<file path="src/rtl/trace_event_counter_bank_pkg.sv">
// Shared types for the trace performance-counter bank: core trace event vector,
// register index map and CTRL layout.
package cva5_types;

  typedef struct packed {
    logic mul_stall;
    logic div_stall;
    logic ls_stall;
    logic fetch_stall;
    logic num_of_instructions_pending_writeback;
    logic num_instructions_in_flight;
    logic num_instructions_completing;
    logic rs1_and_rs2_forwarding_needed;
    logic rs2_forwarding_needed;
    logic rs1_forwarding_needed;
    logic div_operand_stall;
    logic ls_operand_stall;
    logic alu_operand_stall;
    logic branch_operand_stall;
    logic instruction_issued_dec;
    logic other_stall;
    logic no_instruction_stall;
    logic no_id_stall;
    logic unit_stall;
    logic operand_stall;
    logic misc_op;
    logic store_op;
    logic load_op;
    logic branch_or_jump_op;
    logic alu_op;
    logic mul_op;
    logic div_op;
    logic load_conflict_delay;
    logic return_correct;
    logic return_misspredict;
    logic branch_correct;
    logic branch_misspredict;
    logic early_branch_correction;
  } cva5_trace_events_t;

  localparam int EVENT_W = $bits(cva5_trace_events_t);

  localparam int PMC_CTRL     = 0;
  localparam int PMC_OVF      = 1;
  localparam int PMC_SEL_BASE = 2;
  localparam int PMC_STRIDE   = 3;
  localparam int PMC_CNT_OFS  = 1;
  localparam int PMC_SNAP_OFS = 2;

  localparam int CTRL_EN_BIT     = 0;
  localparam int CTRL_SNAP_BIT   = 1;
  localparam int CTRL_IRQ_EN_BIT = 2;

  typedef struct packed {
    logic irq_en;
    logic snapshot;
    logic global_en;
  } pmc_ctrl_t;

  function automatic int pmc_addr_w(int num_counters);
    return $clog2(PMC_SEL_BASE + PMC_STRIDE * num_counters);
  endfunction

endpackage

</file>
<file path="src/rtl/trace_event_counter_bank_if.sv">
// Register access bus of the counter bank: strobed writes, one-cycle-latency reads.
interface trace_event_counter_bank_if
  import cva5_types::*;
#(
  parameter int NUM_COUNTERS = 4
) ();
  localparam int ADDR_W = pmc_addr_w(NUM_COUNTERS);

  logic              wr_en;
  logic              rd_en;
  logic [ADDR_W-1:0] addr;
  logic [31:0]       wr_data;
  logic              rd_valid;
  logic [31:0]       rd_data;

  modport master (output wr_en, rd_en, addr, wr_data, input rd_valid, rd_data);
  modport slave  (input wr_en, rd_en, addr, wr_data, output rd_valid, rd_data);
endinterface

</file>
<file path="src/rtl/trace_event_counter_bank_pmc_counter.sv">
// One event counter: event select, increment with write override, wrap pulse
// and snapshot register.
module pmc_counter
  import cva5_types::*;
#(
  parameter int COUNTER_W = 32
) (
  input  logic                 clk,
  input  logic                 rst_n,
  input  logic                 en_i,
  input  logic [EVENT_W-1:0]   ev_i,
  input  logic                 sel_we_i,
  input  logic                 cnt_we_i,
  input  logic [COUNTER_W-1:0] wdata_i,
  input  logic                 snap_i,
  output logic [5:0]           sel_o,
  output logic [COUNTER_W-1:0] cnt_o,
  output logic [COUNTER_W-1:0] snap_o,
  output logic                 ovf_o
);
  logic [5:0]           sel_q, sel_d;
  logic [COUNTER_W-1:0] cnt_q, cnt_d;
  logic [COUNTER_W-1:0] snap_q, snap_d;
  logic [63:0]          ev_pad;
  logic                 hit;

  // Padding keeps the select mux in range for any 6-bit index.
  assign ev_pad = 64'(ev_i);
  assign hit    = en_i && (sel_q < 6'(EVENT_W)) && ev_pad[sel_q];

  always_comb begin
    sel_d  = sel_we_i ? wdata_i[5:0] : sel_q;
    snap_d = snap_i ? cnt_q : snap_q;
    cnt_d  = cnt_q;
    ovf_o  = 1'b0;
    if (cnt_we_i) begin
      cnt_d = wdata_i;
    end else if (hit) begin
      cnt_d = cnt_q + COUNTER_W'(1);
      ovf_o = &cnt_q;
    end
  end

  always_ff @(posedge clk or negedge rst_n) begin
    if (!rst_n) begin
      sel_q  <= 6'(EVENT_W);
      cnt_q  <= '0;
      snap_q <= '0;
    end else begin
      sel_q  <= sel_d;
      cnt_q  <= cnt_d;
      snap_q <= snap_d;
    end
  end

  assign sel_o  = sel_q;
  assign cnt_o  = cnt_q;
  assign snap_o = snap_q;
endmodule

</file>
<file path="src/rtl/trace_event_counter_bank.sv">
// Performance-counter bank on the core trace event vector: registered events,
// CTRL/OVF registers, read mux and overflow interrupt.
module trace_event_counter_bank
  import cva5_types::*;
#(
  parameter int NUM_COUNTERS = 4,
  parameter int COUNTER_W    = 32
) (
  input  logic                             clk,
  input  logic                             rst_n,
  input  cva5_trace_events_t               events,
  trace_event_counter_bank_if.slave        bus,
  output logic                             irq
);
  localparam int ADDR_W = pmc_addr_w(NUM_COUNTERS);

  logic [EVENT_W-1:0]      ev_q;
  pmc_ctrl_t               ctrl_q, ctrl_d;
  logic [NUM_COUNTERS-1:0] ovf_q, ovf_d, ovf_set;
  logic                    rd_valid_q;
  logic [31:0]             rd_data_q, rd_data_d;
  logic                    irq_q;
  logic                    wr_ctrl, wr_ovf, snap_take;
  logic                    unused_wdata;

  logic [5:0]              sel_w  [NUM_COUNTERS];
  logic [COUNTER_W-1:0]    cnt_w  [NUM_COUNTERS];
  logic [COUNTER_W-1:0]    snap_w [NUM_COUNTERS];

  assign wr_ctrl      = bus.wr_en && (bus.addr == ADDR_W'(PMC_CTRL));
  assign wr_ovf       = bus.wr_en && (bus.addr == ADDR_W'(PMC_OVF));
  assign snap_take    = wr_ctrl && bus.wr_data[CTRL_SNAP_BIT];
  assign unused_wdata = ^bus.wr_data;

  for (genvar i = 0; i < NUM_COUNTERS; i++) begin : g_cnt
    localparam int SEL_A = PMC_SEL_BASE + PMC_STRIDE * i;
    pmc_counter #(.COUNTER_W(COUNTER_W)) u_cnt (
      .clk      (clk),
      .rst_n    (rst_n),
      .en_i     (ctrl_q.global_en),
      .ev_i     (ev_q),
      .sel_we_i (bus.wr_en && (bus.addr == ADDR_W'(SEL_A))),
      .cnt_we_i (bus.wr_en && (bus.addr == ADDR_W'(SEL_A + PMC_CNT_OFS))),
      .wdata_i  (bus.wr_data[COUNTER_W-1:0]),
      .snap_i   (snap_take),
      .sel_o    (sel_w[i]),
      .cnt_o    (cnt_w[i]),
      .snap_o   (snap_w[i]),
      .ovf_o    (ovf_set[i])
    );
  end

  // A fresh overflow beats a simultaneous write-1-to-clear.
  always_comb begin
    ctrl_d = ctrl_q;
    if (wr_ctrl) begin
      ctrl_d.global_en = bus.wr_data[CTRL_EN_BIT];
      ctrl_d.irq_en    = bus.wr_data[CTRL_IRQ_EN_BIT];
    end
    ctrl_d.snapshot = 1'b0;
    ovf_d = ovf_q;
    if (wr_ovf) ovf_d = ovf_d & ~bus.wr_data[NUM_COUNTERS-1:0];
    ovf_d = ovf_d | ovf_set;
  end

  always_comb begin
    rd_data_d = '0;
    if (bus.addr == ADDR_W'(PMC_CTRL)) begin
      rd_data_d = 32'({ctrl_q.irq_en, 1'b0, ctrl_q.global_en});
    end else if (bus.addr == ADDR_W'(PMC_OVF)) begin
      rd_data_d = 32'(ovf_q);
    end
    for (int i = 0; i < NUM_COUNTERS; i++) begin
      if (bus.addr == ADDR_W'(PMC_SEL_BASE + PMC_STRIDE * i))
        rd_data_d = 32'(sel_w[i]);
      if (bus.addr == ADDR_W'(PMC_SEL_BASE + PMC_STRIDE * i + PMC_CNT_OFS))
        rd_data_d = 32'(cnt_w[i]);
      if (bus.addr == ADDR_W'(PMC_SEL_BASE + PMC_STRIDE * i + PMC_SNAP_OFS))
        rd_data_d = 32'(snap_w[i]);
    end
  end

  always_ff @(posedge clk or negedge rst_n) begin
    if (!rst_n) begin
      ev_q       <= '0;
      ctrl_q     <= '0;
      ovf_q      <= '0;
      irq_q      <= 1'b0;
      rd_valid_q <= 1'b0;
      rd_data_q  <= '0;
    end else begin
      ev_q       <= events;
      ctrl_q     <= ctrl_d;
      ovf_q      <= ovf_d;
      irq_q      <= ctrl_q.irq_en & (|ovf_q);
      rd_valid_q <= bus.rd_en;
      if (bus.rd_en) rd_data_q <= rd_data_d;
    end
  end

  assign bus.rd_valid = rd_valid_q;
  assign bus.rd_data  = rd_data_q;
  assign irq          = irq_q;
endmodule

</file>
<file path="src/flat_wrapper.sv">
// flat-port wrapper written by rule: the top's interface ports become plain ports
module trace_event_counter_bank_flat import cva5_types::*;
#(
  parameter int NUM_COUNTERS = 4,
  parameter int COUNTER_W    = 32
)
  (clk, rst_n, events, irq, bus_wr_en, bus_rd_en, bus_addr, bus_wr_data, bus_rd_valid, bus_rd_data);
  trace_event_counter_bank_if #(.NUM_COUNTERS(NUM_COUNTERS)) bus_i ();
  input  logic clk;
  input  logic rst_n;
  input  cva5_trace_events_t events;
  output logic irq;
  input wire logic [$bits(bus_i.wr_en)-1:0] bus_wr_en;
  input wire logic [$bits(bus_i.rd_en)-1:0] bus_rd_en;
  input wire logic [$bits(bus_i.addr)-1:0] bus_addr;
  input wire logic [$bits(bus_i.wr_data)-1:0] bus_wr_data;
  output wire logic [$bits(bus_i.rd_valid)-1:0] bus_rd_valid;
  output wire logic [$bits(bus_i.rd_data)-1:0] bus_rd_data;
  assign bus_i.wr_en = bus_wr_en;
  assign bus_i.rd_en = bus_rd_en;
  assign bus_i.addr = bus_addr;
  assign bus_i.wr_data = bus_wr_data;
  assign bus_rd_valid = bus_i.rd_valid;
  assign bus_rd_data = bus_i.rd_data;
  trace_event_counter_bank #(.NUM_COUNTERS(NUM_COUNTERS), .COUNTER_W(COUNTER_W)) u_core (.clk(clk), .rst_n(rst_n), .events(events), .bus(bus_i), .irq(irq));
endmodule
</file>
<file path="config.mk">
export PLATFORM = sky130hd
export DESIGN_NAME = trace_event_counter_bank_flat
export DESIGN_NICKNAME = d
export VERILOG_FILES = /design/src/rtl/trace_event_counter_bank_pkg.sv /design/src/rtl/trace_event_counter_bank_if.sv /design/src/rtl/trace_event_counter_bank_pmc_counter.sv /design/src/rtl/trace_event_counter_bank.sv /design/src/flat_wrapper.sv
export SDC_FILE = /design/constraint.sdc
export NUM_CORES = 1
export LEC_CHECK = 0
export BUFFER_PORTS_ARGS = -buffer_cell sky130_fd_sc_hd__buf_2
export CAP_MARGIN = 20
export CORE_MARGIN = 3
export CORE_UTILIZATION = 35
export DETAILED_ROUTE_END_ITERATION = 7
export GPL_TIMING_DRIVEN = 0
export PLACE_DENSITY = 0.62
export SYNTH_ARGS = -nofsm -noshare
export SYNTH_HDL_FRONTEND = slang
export SYNTH_SLANG_ARGS = --single-unit
</file>
<file path="constraint.sdc">
create_clock -name clk -period 6.4 [get_ports clk]
set_clock_uncertainty 0.15 [all_clocks]
set_input_delay 0.32 -clock clk [delete_from_list [all_inputs] [get_ports clk]]
set_output_delay 0.32 -clock clk [all_outputs]
set_load 0.02 [all_outputs]
</file>
==> out/qor.yml, run 1 <==
outcome: "finished clean"
yosysTopAreaCellShare_pct: 45.21
arrival_ps: 4050
ant_nets: 0
dr.pass1.iters: 7
grt_pass1_vias: 16998
dieArea_sq_um: 57390
vias_per_cell: 6.273
drt_iter0_drc: 1992
finalPower_uw: 7999
tns_ps: 0
antenna_found_initial: 1
routabilityCongestion: 0.9675
tightestPinTransition_ps: 1126
min_period_ps: 3720
detailed_place_hpwl_mm: 57.51
fmax_ghz: 0.2688
clock-sinks: 353
placed_area_sq_um: 20570
postCtsResizedCells: 0
syn-num-nets: 1968
clkLatencyLatePin_ps: 590
drv_cap: 0
pre_cts_slack_ps: 2469
vdd_drop_max_v: 0.0001691
postLayoutSetupSlackWorst_ps: 2680
worstPathCellList: "buf_2, buf_6, mux4_2, mux2i_1, a311oi_2, nor2_2, buf_2, buf_2, o21ai_0, a22oi_1"
layout.nets: 2183
hold_ws_ps: 22.94
slew_violations: 0
drc: 0
cts_made_buffers: 41
synth_cells: 1891
worstPathMaxFanout: 10
ys_seq_elements: 353
path_class: "flip-flop to flip-flop"
fin_area_sq_um: 22590
grt_usage_pct: 26.31
io_buffers: 103
core_area_sq_um: 53290
cts_tree: "built"
syn-cell-area_sq_um: 19090
yosysMostFrequentCell: "dfrtp_1"
rsz0062_at_grt: "no"
finalHoldViolCount: 0
hold_class: "input pin to flip-flop"
root_buffer: "clkbuf_16"
drive_gt1_share_pct: 18.00
synth_common_cells: "dfrtp_1 (345), nand2_1 (151), nor2_1 (149)"
overflow: 0
maxSlewHeadroom_pct: 24.71
dr_total_vias: 17733
h-tree-depth: 2
ios: 107
synth-seq-area-share_pct: 46.31
ys.flop_type: "dfrtp_1"
cp-end-kind: "flip-flop"
yosysWarnings: 0
yosys-top-cells-area: "dfrtp_1 (45%), mux2_2 (7.6%), a31oi_1 (3.0%), nand2_1 (3.0%), nor2_1 (2.9%)"
syn2layout_area_growth_pct: 18.31
cts_buffer_depth: 3
totalWireLength_mm: 76.26
synth_cell_type_count: 82
die_x_um: 239.6
cts.reportedPaths.clkPinSlew_ps: 60
cp_data_required_time_ps: 6730
p_leak_uw: 0.008944
postCtsSetupRepairBufs: 0
wl_per_cell_um: 26.97
post-route-period-util_pct: 58.12
core.rowCount: 84
hold_buffers: 65
initial_core_util_pct: 35.83
setup.worst_path.start_class: "flip-flop"
yosysTopAreaCell: "dfrtp_1"
setup_violations: 0
synth_edf_count: 0
async_reset_ff_share_pct: 100.0
cpMostUsedCell: "buf_2"
p_per_area_nw_per_um2: 354.1
grt_pass1_wl_mm: 112.6
diodes: 0
slowest_delay_ps: 520
avgSynthCellArea_sq_um: 10.10
grt_max_degree: 113
critPathSlowestCell: "dfstp_2"
fp.dieH_um: 239.6
registers in the layout, indices dropped and copies added (netlist names):
signal                     count
u_core.ev_q                   33
u_core.ctrl_q                  2
u_core.g_cnt.u_cnt.snap_o    128
u_core.irq                     1
u_core.bus.rd_valid            1
u_core.ovf_q                   4
u_core.g_cnt.u_cnt.sel_o      24
u_core.g_cnt.u_cnt.cnt_o     128
u_core.bus.rd_data            32
cells in the final DEF (no fill, tap or decap), types with 23 or more instances in the layout:
master           n
a21oi_1         24
a221oi_1        43
a22o_1          27
a22oi_1         59
a31oi_1         93
a41oi_1         25
and3_1          27
buf_2          116
clkbuf_1       121
clkbuf_16       43
dfrtp_1        345
dlygate4sd3_1   65
inv_1           42
mux2_2         129
mux2i_1         33
mux4_2          24
nand2_1        151
nand3_1         74
nand4_1         31
nor2_1         149
nor3_1          23
o21ai_0        108
o31ai_1         49
or3_1           36
or4_1           51
cell families after synthesis:
family	after synthesis	synth area share, %
flops	353	46.31
compound gates	518	19.47
xor+xnor	19	0.8715
buf+inv	182	3.918
simple gates	629	16.99
fa+ha+maj	4	0.2621
mux	186	12.17
final cells by class:
class,count,area [sq um]
clock buffer,60,1200
tap,688,860.8
multi-input combinational,1356,9503
buffer,140,590.6
clock inverter,16,171.4
sequential,353,8843
inverter,42,157.7
fill,5060,30700
timing repair buffer,172,1264
power by group:
part | switching, uW | internal [uW] | total (uW)
sequential | 703 | 2800 | 3500
combinational | 1190 | 853 | 2040
clock | 1020 | 1430 | 2450
total | 2920 | 5080 | 8000
metal layers:
| metal | track usage [%] | vias to the layer above | wire length, um |
|---|---|---|---|
| met5 | 0 | - | 0 |
| met4 | 8.741 | 0 | 2660 |
| met3 | 4.226 | 153 | 6477 |
| met2 | 41.01 | 840 | 34570 |
| met1 | 37.40 | 9059 | 32540 |
| li1 | - | 7681 | - |
stage by stage:
stage | cells | util [%]
after detailed placement | 2686 | 38.60
final | 2827 | 42.39
after floorplan | 1891 | -
after CTS | 2827 | 42.39
after global placement | 2682 | 38.42
after global routing | 2827 | 42.39
worst max-delay path: cells and delay by family (launching register included):
| family | cells | cell delay, ps |
|---|---|---|
| muxes | 2 | 910 |
| buffers and inverters | 4 | 980 |
| DFF | 1 | 520 |
| and+or+nand+nor | 1 | 370 |
| AOI/OAI and AO/OA | 3 | 700 |
path summary, 6_finish.rpt:
check	start	end	slack, ps	depth (start not counted)
min reg2reg	u_core.g_cnt[2].u_cnt.snap_o[27]	u_core.g_cnt[2].u_cnt.snap_o[27]	340	2
min in group asynchronous	rst_n	u_core.ev_q[15]	140	2
min	bus_wr_data[4]	u_core.g_cnt[0].u_cnt.cnt_o[4]	20	3
max in group asynchronous	rst_n	u_core.g_cnt[2].u_cnt.cnt_o[17]	4590	4
max reg2reg	u_core.g_cnt[3].u_cnt.sel_o[0]	u_core.g_cnt[3].u_cnt.cnt_o[1]	2680	10
max	u_core.g_cnt[3].u_cnt.sel_o[0]	u_core.g_cnt[3].u_cnt.cnt_o[1]	2680	10
(Power assumes the default switching activity.)
==> run 2: changes to the inputs <==
==> constraint.sdc (replaced) <==
create_clock -name clk -period 3.5 [get_ports clk]
set_clock_uncertainty 0.15 [all_clocks]
set_input_delay 0.175 -clock clk [delete_from_list [all_inputs] [get_ports clk]]
set_output_delay 0.175 -clock clk [all_outputs]
set_load 0.02 [all_outputs]
==> run 2 against run 1 <==
The run now ends with negative hold slack left. Core utilization grew 0.23 points. Via count is essentially flat. Non-clock buffer count rose by 3. Highest routed layer unchanged. Cell count grew 0.11%. Flip-flop and latch count unchanged. Sequential power increased by 84%.
==> out/qor.yml, run 2 (same netlist as run 1, synthesis figures left out) <==
hold_ws_ps: -4.409  # -27.34 ps
cp-end-kind: "flip-flop"
r2r-end: "u_core.g_cnt[0].u_cnt.cnt_o[11]"
post-route-period-util_pct: 97.84  # +40 points
path_class: "flip-flop to flip-flop"
rrSetupSlack_ps: 80  # -2600 ps
multiInputGateArea_sq_um: 9580  # +0.82%
final_cell_mix: "dfrtp_1 (345), nand2_1 (151), nor2_1 (149), mux2_2 (129), clkbuf_1 (119)"
initial_core_util_pct: 35.83  # unchanged
drive_gt1_share_pct: 18.39  # +0.39 points
fill_cells: 5049  # -0.22%
ff2ff_path_depth: 8  # -2
grt_pass1_vias: 17012  # +0.082%
dr.pass1.iters: 6  # -1
tightestPinTransition_ps: 1156  # +29.49 ps
fmax_ghz: 0.2920  # +8.6%
drt_iter0_drc: 1985  # -0.35%
arrival_ps: 3770  # -280 ps
tns_ps: 0  # unchanged
detailed_place_hpwl_mm: 57.51  # unchanged
min_period_ps: 3424  # -295.3 ps
finalNonFillerCells: 2830  # +0.11%
vdd_drop_max_v: 0.0003118  # +84%
p_leak_uw: 0.008980  # +0.41%
dieArea_sq_um: 57390  # unchanged
clkLatencyLatePin_ps: 580  # about the same
pwr-share-seq_pct: 43.7  # about the same
worstPathMaxFanout: 10  # unchanged
core_area_sq_um: 53290  # unchanged
antenna_found_initial: 0  # -1
switching_share_pct: 36.58  # +0.11 points
die_x_um: 239.6  # unchanged
diodes: 0  # unchanged
slew_violations: 0  # unchanged
p_comb_share_pct: 25.8  # +0.2 points
totalWireLength_mm: 76.30  # about the same
h-tree-depth: 2  # unchanged
core.rowCount: 84  # unchanged
cp_data_required_time_ps: 3850  # -2880 ps
hold_class: "input pin to async pin"
maxSlewHeadroom_pct: 22.74  # -2.0 points
grt_max_degree: 113  # unchanged
wl_per_cell_um: 26.96  # about the same
mostFrequentLayoutCell: "dfrtp_1"
seq_area_sq_um: 8847  # about the same
syn2layout_area_growth_pct: 18.94
rsz0062_at_grt: "no"
setup.worst_path.start_class: "flip-flop"
ios: 107  # unchanged
io_buffers: 103  # unchanged
overflow: 0  # unchanged
ant_nets: 0  # unchanged
grt_usage_pct: 26.33  # about the same
fin_area_sq_um: 22710  # +0.54%
finalHoldViolCount: 2  # +2
r2r_start: "u_core.g_cnt[0].u_cnt.sel_o[0]"
vias_per_cell: 6.267  # about the same
cts_tree: "built"
cts_made_buffers: 41  # unchanged
clock-sinks: 353  # unchanged
p_per_area_nw_per_um2: 647.5  # +83%
cts_buffer_depth: 3  # unchanged
outcome: "complete, but fails checks"
dpl.cell_count: 2686  # unchanged
dr_total_vias: 17736  # +0.017%
p_int_uw: 9325  # +83%
drc: 0  # unchanged
p_sw_uw: 5380  # +84%
routabilityCongestion: 0.9675  # unchanged
violations: "negative hold slack"
p_clk_share_pct: 30.5  # about the same
drv_cap: 0  # unchanged
grt_pass1_wl_mm: 112.7  # +0.12%
root_buffer: "clkbuf_16"
fp.dieH_um: 239.6  # unchanged
cts.reportedPaths.clkPinSlew_ps: 60  # about the same
placed_area_sq_um: 20570  # unchanged
setup_violations: 0  # unchanged
layout.nets: 2186  # +0.14%
[run 2: worst max path at each step]
stage,startpoint,slack [ps],end,depth (start not counted)
after floorplan,u_core.g_cnt[3].u_cnt.sel_o[0],690,u_core.g_cnt[3].u_cnt.cnt_o[6],8
after global placement,rst_n,-4910,u_core.bus.rd_data[27],1
after detailed placement,bus_wr_en,-290,u_core.g_cnt[2].u_cnt.snap_o[29],6
after CTS,u_core.g_cnt[3].u_cnt.sel_o[0],-4,u_core.g_cnt[3].u_cnt.cnt_o[1],10
after global routing,u_core.g_cnt[0].u_cnt.sel_o[0],10,u_core.g_cnt[0].u_cnt.cnt_o[11],8
final,u_core.g_cnt[0].u_cnt.sel_o[0],80,u_core.g_cnt[0].u_cnt.cnt_o[11],8
[run 2: timing repair]
item	in CTS	in global routing
hold buffers	68	0
resized for setup	6	10
cloned	0	0
setup buffers	0	2
pin swaps	2	3
setup endpoints to repair	9	38
endpoints found under the hold margin	338	0
[run 2: metrics by stage]
stage | setup slack, ps | total power, uW | utilization, %
6_report | 75.61 | 14710 | 42.62
5_1_grt | 13.94 | 15330 | 42.62
2_1_floorplan | 686.8 | 8450 | -
4_1_cts | -4.339 | 14590 | 42.51
3_5_place_dp | -286.0 | 10020 | 38.60
3_3_place_gp | -4906 | 9866 | 38.42
[run 2: cell type report]
cell class                      count  share of cell area, %
Inverter                           42                 0.6941
Buffer                            138                  2.578
Timing Repair Buffer              177                  5.762
Clock buffer                       60                  5.283
Tap cell                          688                  3.790
Sequential cell                   353                  38.95
Clock inverter                     16                 0.7547
Multi-Input combinational cell   1356                  42.18
[run 2: power groups by stage]
stage          Clock [uW]  Sequential (uW)  Combinational, uW
6_report             4490             6430               3790
5_1_grt              4670             6530               4130
4_1_cts              4540             6330               3720
3_5_place_dp            0             6390               3620
3_3_place_gp            0             6350               3520
2_1_floorplan           0             5940               2510
[run 2: critical path, stage by stage (launching register included)]
cell       delay, ps
dfstp_2          550
buf_4            210
mux4_2           520
mux2i_1          410
o221ai_1         390
o2111ai_1        380
clkbuf_1         410
o21ai_0          160
a31oi_1          170
[run 2: per-layer routing]
metal	part of all wire [%]	track usage (%)	up-vias
met5	0	0	-
met4	3.5	8.833	0
met3	8.7	4.180	153
met2	45	41.07	874
met1	43	37.41	9009
li1	-	-	7700
